===== src/rtl/mem_arbiter_pkg.sv =====
// ============================================================================
// mem_arbiter_pkg : state encoding and line-geometry helpers for mem_arbiter
// Rev 1.0
// ============================================================================
`default_nettype none

package mem_arbiter_pkg;

    typedef logic [2:0] state_t;

    localparam state_t S_IDLE   = 3'd0;
    localparam state_t S_I_CMD  = 3'd1;
    localparam state_t S_I_RD   = 3'd2;
    localparam state_t S_D_WCMD = 3'd3;
    localparam state_t S_D_WR   = 3'd4;
    localparam state_t S_D_RCMD = 3'd5;
    localparam state_t S_D_RD   = 3'd6;

    // Byte-offset bits covered by one cache line.
    function automatic int line_off_bits(input int line_words, input int dw);
        return $clog2(line_words * dw / 8);
    endfunction

    // Mask that clears the byte offset within a line; caller truncates to AW.
    function automatic logic [63:0] line_align_mask(input int off_w);
        logic [63:0] m;
        m = '1;
        m = m << off_w;
        return m;
    endfunction

endpackage

`default_nettype wire


===== src/rtl/mem_arbiter_burst_cnt.sv =====
// ============================================================================
// mem_arbiter_burst_cnt : beat counter with clear, enable and last-beat flag
// Rev 1.0
// ============================================================================
`default_nettype none

module mem_arbiter_burst_cnt #(
    parameter int W = 2
) (
    input  logic         clk,
    input  logic         rstn,
    input  logic         clr_i,
    input  logic         en_i,
    output logic [W-1:0] cnt_o,
    output logic         last_o
);

    logic [W-1:0] cnt_q;
    logic [W-1:0] cnt_d;

    // Wraps naturally at 2**W, so a finished burst leaves the counter at zero.
    always_comb begin
        cnt_d = cnt_q;
        if (clr_i) begin
            cnt_d = '0;
        end else if (en_i) begin
            cnt_d = cnt_q + 1'b1;
        end
    end

    always_ff @(posedge clk) begin
        if (!rstn) begin
            cnt_q <= '0;
        end else begin
            cnt_q <= cnt_d;
        end
    end

    assign cnt_o  = cnt_q;
    assign last_o = (cnt_q == {W{1'b1}});

endmodule

`default_nettype wire


===== src/rtl/mem_arbiter.sv =====
// ============================================================================
// mem_arbiter : shares one burst memory port between I-cache refill and
//               D-cache writeback/refill, one outstanding burst at a time
// Rev 1.0
// ============================================================================
`default_nettype none

module mem_arbiter
    import mem_arbiter_pkg::*;
#(
    parameter int LINE_WORDS = 4,
    parameter int AW         = 32,
    parameter int DW         = 32
) (
    input  logic                          clk,
    input  logic                          rstn,

    input  logic                          i_req,
    input  logic [AW-1:0]                 i_addr,
    output logic [DW-1:0]                 i_rdata,
    output logic                          i_rvalid,
    output logic [$clog2(LINE_WORDS)-1:0] i_idx,
    output logic                          i_arrival,

    input  logic                          d_req,
    input  logic [AW-1:0]                 d_addr,
    input  logic                          d_wb,
    input  logic [AW-1:0]                 d_wb_addr,
    input  logic [DW-1:0]                 d_wdata,
    output logic                          d_wpop,
    output logic [DW-1:0]                 d_rdata,
    output logic                          d_rvalid,
    output logic [$clog2(LINE_WORDS)-1:0] d_idx,
    output logic                          d_arrival,

    output logic                          mem_req,
    output logic                          mem_we,
    output logic [AW-1:0]                 mem_addr,
    input  logic                          mem_gnt,
    output logic [DW-1:0]                 mem_wdata,
    input  logic                          mem_wready,
    input  logic                          mem_rvalid,
    input  logic [DW-1:0]                 mem_rdata
);

    localparam int          IDX_W      = $clog2(LINE_WORDS);
    localparam int          OFF_W      = line_off_bits(LINE_WORDS, DW);
    localparam logic [AW-1:0] ALIGN_MASK = AW'(line_align_mask(OFF_W));

    state_t             state_q;
    state_t             state_d;
    logic               last_d_q;
    logic               last_d_d;

    logic               cnt_clr;
    logic               cnt_en;
    logic               cnt_last;
    logic [IDX_W-1:0]   cnt;

    logic               in_cmd;
    logic               in_i_rd;
    logic               in_d_rd;
    logic               in_d_wr;

    assign in_cmd  = (state_q == S_I_CMD) || (state_q == S_D_WCMD) || (state_q == S_D_RCMD);
    assign in_i_rd = (state_q == S_I_RD);
    assign in_d_rd = (state_q == S_D_RD);
    assign in_d_wr = (state_q == S_D_WR);

    // Beats only count in the state that owns them; stray strobes are dropped.
    assign cnt_clr = in_cmd;
    assign cnt_en  = ((in_i_rd || in_d_rd) && mem_rvalid) || (in_d_wr && mem_wready);

    mem_arbiter_burst_cnt #(
        .W (IDX_W)
    ) u_burst_cnt (
        .clk    (clk),
        .rstn   (rstn),
        .clr_i  (cnt_clr),
        .en_i   (cnt_en),
        .cnt_o  (cnt),
        .last_o (cnt_last)
    );

    // Under contention the side not served last wins; D wins the first tie.
    always_comb begin
        state_d  = state_q;
        last_d_d = last_d_q;
        case (state_q)
            S_IDLE: begin
                if (i_req && (!d_req || last_d_q)) begin
                    state_d  = S_I_CMD;
                    last_d_d = 1'b0;
                end else if (d_req) begin
                    state_d  = d_wb ? S_D_WCMD : S_D_RCMD;
                    last_d_d = 1'b1;
                end
            end
            S_I_CMD: begin
                if (mem_gnt) state_d = S_I_RD;
            end
            S_I_RD: begin
                if (mem_rvalid && cnt_last) state_d = S_IDLE;
            end
            S_D_WCMD: begin
                if (mem_gnt) state_d = S_D_WR;
            end
            S_D_WR: begin
                // Refill follows the writeback without giving up the bus.
                if (mem_wready && cnt_last) state_d = S_D_RCMD;
            end
            S_D_RCMD: begin
                if (mem_gnt) state_d = S_D_RD;
            end
            S_D_RD: begin
                if (mem_rvalid && cnt_last) state_d = S_IDLE;
            end
            default: begin
                state_d = S_IDLE;
            end
        endcase
    end

    always_ff @(posedge clk) begin
        if (!rstn) begin
            state_q  <= S_IDLE;
            last_d_q <= 1'b0;
        end else begin
            state_q  <= state_d;
            last_d_q <= last_d_d;
        end
    end

    always_comb begin
        mem_addr = '0;
        case (state_q)
            S_I_CMD:  mem_addr = i_addr    & ALIGN_MASK;
            S_D_WCMD: mem_addr = d_wb_addr & ALIGN_MASK;
            S_D_RCMD: mem_addr = d_addr    & ALIGN_MASK;
            default:  mem_addr = '0;
        endcase
    end

    // Strobes are gated by rstn so a reset cycle never leaks a beat or pulse.
    assign mem_req   = rstn && in_cmd;
    assign mem_we    = rstn && (state_q == S_D_WCMD);
    assign mem_wdata = d_wdata;

    assign d_wpop    = rstn && in_d_wr && mem_wready;

    assign i_rvalid  = rstn && in_i_rd && mem_rvalid;
    assign i_rdata   = mem_rdata;
    assign i_idx     = cnt;
    assign i_arrival = i_rvalid && cnt_last;

    assign d_rvalid  = rstn && in_d_rd && mem_rvalid;
    assign d_rdata   = mem_rdata;
    assign d_idx     = cnt;
    assign d_arrival = d_rvalid && cnt_last;

endmodule

`default_nettype wire


===== config.mk =====
export PLATFORM = sky130hd
export DESIGN_NAME = mem_arbiter
export DESIGN_NICKNAME = d
export VERILOG_FILES = /design/src/rtl/mem_arbiter_pkg.sv /design/src/rtl/mem_arbiter_burst_cnt.sv /design/src/rtl/mem_arbiter.sv
export SDC_FILE = /design/constraint.sdc
export NUM_CORES = 1
export LEC_CHECK = 0
export ABC_AREA = 1
export CORE_AREA = 2 2 120 122
export CTS_BUF_LIST = sky130_fd_sc_hd__clkbuf_4 sky130_fd_sc_hd__clkbuf_8
export CTS_CLUSTER_SIZE = 28
export DETAILED_ROUTE_END_ITERATION = 8
export DIE_AREA = 0 0 122 124
export PLACE_DENSITY = 0.58
export SLEW_MARGIN = 0
export SYNTH_ARGS = -nofsm -noshare
export SYNTH_HDL_FRONTEND = slang
export SYNTH_SLANG_ARGS = --single-unit

===== constraint.sdc =====
create_clock -name clk -period 2.3 [get_ports clk]
set_input_delay 0.23 -clock clk [delete_from_list [all_inputs] [get_ports clk]]
set_output_delay 0.23 -clock clk [all_outputs]
set_load 0.02 [all_outputs]

-- After elaboration in Yosys (flattened, before gate mapping)
Index checks and enable logic that the tools add are counted.
W data, S select, Z words.
- register bits after elaboration: 6
- input port bits: 168
- output and inout bits: 139
- word-level logic and storage cells: 57
- add/sub/neg operators: 1
- equality and inequality tests: 13
- mux-type cells: 12
- bitwise gates (word level): 1
- reduce and logical (&&, ||, !) cells: 27
- operators with widths (cell ; count):
    $pmux W32 S3 ; 1
    $mux W3 ; 8
    $pmux W3 S6 ; 1
    $logic_and A1 B1 Y1 ; 15
    $eq A3 B3 Y1 const B ; 3
    $eq A3 B2 Y1 const B ; 2
    $ne A2 B2 Y1 const B ; 3
    $reduce_and A6 Y1 ; 1
    $logic_or A1 B1 Y1 ; 5
    $ne A2 B1 Y1 const B ; 2
    $reduce_or A2 Y1 ; 2
    $eq A3 B1 Y1 const B ; 1
    $logic_not A3 Y1 ; 1
    $ne A3 B3 Y1 const B ; 1
    $add A2 B1 Y2 const B ; 1
    $eq A2 B2 Y1 const B ; 1
    $mux W1 ; 2
    $reduce_and A2 Y1 ; 1
    $reduce_bool A2 Y1 ; 1
    $logic_not A1 Y1 ; 1
    $not A1 Y1 ; 1

-- Depth between registers and ports, before layout
Gate-level depths: netlist of the first run.
- depth in word-level cells: 5
- depth in mapped cells: 9
- mapped depth without buffers: 9

-- Cells and area by module
A second synthesis of the first run with hierarchy kept.
- cells, all modules: 302
- area, all modules: 1786.7 µm²
- by module, submodules not included (module ; times used ; cells each ; area an instance (µm²) ; sequential area each (µm²)):
    mem_arbiter ; 1 ; 288 ; 1689.1 ; 80.1
    mem_arbiter_burst_cnt ; 1 ; 14 ; 97.6 ; 40.0

-- Worst setup path after synthesis of the first run
No wires, ideal clock.
- path type: reg-to-output
- start point: register u_burst_cnt.cnt_q[0] (netlist: u_burst_cnt.cnt_o[0])
- end point: output port d_arrival
- arrival: 1.440 ns
- data required time: 2.070 ns
- slack: 0.630 ns
- cell stages (with the launch flop): 4
- path buffers: 0
- cell sequence: dfxtp_1 ha_1 inv_1 nor4_1
- word-level cells in the longest chain between the ends: 2
- ends and longest elaborated chain (item ; line ; text):
    start, declared ; mem_arbiter_burst_cnt.sv:18 ; logic [W-1:0] cnt_q;
    start signal, assigned ; mem_arbiter_burst_cnt.sv:35 ; cnt_q <= cnt_d;
    $eq A2 B2 Y1 ; mem_arbiter_burst_cnt.sv:40 ; assign last_o = (cnt_q == {W{1'b1}});
    $logic_and A1 B1 Y1 ; mem_arbiter.sv:159 ; assign d_arrival = d_rvalid && cnt_last;
    end, declared ; mem_arbiter.sv:34 ; output logic d_arrival,
Every way passes these cells.

-- Final worst setup path of the first run
- start point: register state_q[1]
- end point: output port mem_addr[20]
- word-level cells in the longest chain between the ends: 2
- elaborated cells between the ends (all ways): 4
- those cells by class: eq/ne: 3; mux: 1
- ends and longest elaborated chain (item ; line ; text):
    start, declared ; mem_arbiter.sv:50 ; state_t state_q;
    start signal, assigned ; mem_arbiter.sv:129 ; state_q <= state_d;
    $eq A3 B3 Y1, or another cell as far along ; mem_arbiter.sv:136 ; case (state_q)
    $pmux W32 S3 (*) ; mem_arbiter.sv:136 ;
    end, declared ; mem_arbiter.sv:38 ; output logic [AW-1:0] mem_addr,
Every way passes the cells marked *; elsewhere a longest branch is shown, timed or not.

==> results of run 1 <==
through the flow:
stage | hold WS, ps | power (mW) | cells | cell area, sq um | util [%]
final | 448.6 | 1.956 | 516 | 2648 | 19.30
after floorplan | 350.4 | 1.293 | 305 | 1747 | -
after global placement | 438.8 | 1.815 | 513 | 2562 | 18.68
after detailed placement | 451.1 | 1.833 | 513 | 2562 | 18.68
after global routing | 460.0 | 2.115 | 516 | 2648 | 19.30
after CTS | 455.0 | 2.006 | 516 | 2604 | 18.98
placed cells by master (no fill, tap or decap):
cell,Yosys,routed
clkdlybuf4s50_1,0,113
nand2_1,104,104
nand3_1,37,37
dlymetal6s2s_1,0,17
nor2_1,14,14
inv_1,8,8
dfxtp_1,6,5
buf_4,103,5
conb_1,1,4
inv_2,3,3
o21ai_0,3,3
clkbuf_8,0,3
buf_12,0,3
clkinv_1,2,2
nor3_1,2,2
nor4_1,2,2
nor2_2,1,1
nor2_8,1,1
clkinv_2,1,1
a21oi_2,1,1
nor2_4,1,1
a31oi_1,1,1
a21boi_1,1,1
a21oi_1,1,1
nor2b_1,1,1
ha_1,1,1
dfxtp_2,0,1
timing repair:
action / in CTS / in global routing
setup endpoints to repair: 0 / 30
hold endpoints to repair: 0 / 0
gates resized for setup: 0 / 18
report_power, final:
part	switching, mW	internal, mW	leakage, nW
logic	0.857	0.745	1.25
clock network	0.0461	0.113	0.0216
registers	0.0493	0.146	0.0498
kinds of logic after synthesis:
kind of cell	after synthesis	share of synthesized area, %
simple gates	163	40.01
buf+inv	124	49.68
compound gates	7	2.451
flops	6	6.922
fa+ha+maj	1	0.7209
other cells	1	0.2161
path summary, 6_finish.rpt:
path / startpoint / end / slack [ps] / cells after the start
max: state_q[1] / mem_addr[20] / 130 / 7
min: last_d_q / last_d_q / 450 / 2
max reg2reg: state_q[1] / state_q[1] / 900 / 7
min reg2reg: last_d_q / last_d_q / 450 / 2
critical path, delay by kind of cell (launching register included):
family	cells	cell delay, ps
buffers and inverters	4	1100
and+or+nand+nor	3	230
DFF	1	380
flip-flops by register name, summed over array words and instances (netlist names):
| register | count |
|---|---|
| u_burst_cnt.cnt_o | 2 |
| last_d_q | 1 |
| state_q | 3 |
routing by layer:
layer	share of wire [%]	GRT usage, %	up-vias
met1	34	8.081	834
met3	19	6.044	17
met2	46	14.14	168
met5	0	0	-
li1	-	-	901
met4	1.4	2.011	0
layout make-up:
| type | count | area share (%) |
|---|---|---|
| Clock buffer | 3 | 1.560 |
| Tap cell | 180 | 8.507 |
| Multi-Input combinational cell | 175 | 28.88 |
| Timing Repair Buffer | 138 | 54.44 |
| Inverter | 14 | 2.032 |
| Sequential cell | 6 | 4.584 |
==> impl_metrics.tcl, run 1 <==
set metrics [dict create \
    cp-start-kind "register" \
    clk_latency_ps 220 \
    synth_top_area_cell "buf_4" \
    gp_congestion 0.7180 \
    hpwl_mm 6.127 \
    ant_nets 0 \
    final_max_slew_viol_count 0 \
    core_sq_um 13720 \
    cp_slowest_cell "clkdlybuf4s50_1" \
    worst_clock_skew_ps 1.878 \
    synth.distinct_cells 23 \
    required_ps 2070 \
    cts_tree "yes" \
    finalSetupViolCount 0 \
    hp-class "reg2reg" \
    vias_per_cell 3.721 \
    ys_ff_latch 6 \
    power.density_nw_per_um2 738.7 \
    ios 307 \
    yosysSeqAreaShare_pct 6.921 \
    portBuffers 130 \
    crit_top_cell "nand3_1" \
    syn_inst 302 \
    grt_use_total_pct 8.287 \
    path_cells "inv_1, nand3_1, inv_2, buf_12, nand2_1, nand3_1, clkdlybuf4s50_1" \
    drive_gt1_share_pct 5.952 \
    htree_levels 1 \
    dieHeight_um 124 \
    grt_max_degree 29 \
    post-synth-top-count-cell "nand2_1" \
    yosys-top-cells-area "buf_4 45%, nand2_1 22%, nand3_1 11%, dfxtp_1 6.9%, nor2_1 3.0%" \
    rsz0062_at_grt "false" \
    fin_nets 507 \
    synth-edff-count 0 \
    fillCellCount 1555 \
    slowest_delay_ps 600 \
    ir_worst_vdd_mv 0.2908 \
    clk_pin_slew_ps 40 \
    fmax_ghz 0.4598 \
    crit_type "reg2out" \
    power.leakage_nw 1.319 \
    cts_buffers 3 \
    grt_pass1_wl_mm 9.556 \
    synth_top_area_share_pct 44.56 \
    drv_cap 0 \
    status "finished, final reports clean" \
    final.min_clock_period_ps 2175 \
    place_ws_ps 122.1 \
    start_util_pct 12.65 \
    drc 0 \
    synth_common_cells "104 x nand2_1, 103 x buf_4, 37 x nand3_1" \
    post_cts_buffers 0 \
    synth-main-ff-cell "dfxtp_1" \
    final.setup.worst_slack_ps 125.3 \
    drt_iter0_markers 44 \
    end_kind "output port" \
    arrival_ps 1940 \
    grt_pass1_vias 1720 \
    rows 43 \
    synthesis.area_sq_um 1735 \
    yosysWarnings 0 \
    wl_per_cell_um 14.38 \
    cp_max_fo 19 \
    overflow 0 \
    antenna_found_initial 0 \
    ctsRootBufferMaster "clkbuf_8" \
    drt_first_pass_iters 4 \
    synth.avg_cell_area_sq_um 5.746 \
    n_antenna_cell 0 \
    syn2layout_area_growth_pct 52.56 \
    via_count 1920 \
    wirelength_mm 7.421 \
    async_flop_share_pct 0 \
    finalHoldViolations 0 \
    hold_buffers 0 \
    cts_num_sinks 6 \
    tns_ps 0 \
    dieArea_sq_um 15130 \
    die_w_um 122 \
    seqCellArea_sq_um 121.4 \
    fin_crit_sh_pct 94.55 \
    ctsLongestPathBuffers 2 \
    multi_input_area_sq_um 764.5 \
]
Note: power is estimated with default switching activity, not from simulation.
==> inputs of run 2 (changes only) <==
--- a/config.mk
+++ b/config.mk
@@ -12,6 +12,8 @@
 export DETAILED_ROUTE_END_ITERATION = 8
 export DIE_AREA = 0 0 122 124
 export PLACE_DENSITY = 0.58
+export SKIP_CTS_REPAIR_TIMING = 1
+export SKIP_LAST_GASP = 1
 export SLEW_MARGIN = 0
 export SYNTH_ARGS = -nofsm -noshare
 export SYNTH_HDL_FRONTEND = slang
==> results of run 2 <==
Final layout, timing and power as in run 1 (identical DEF).
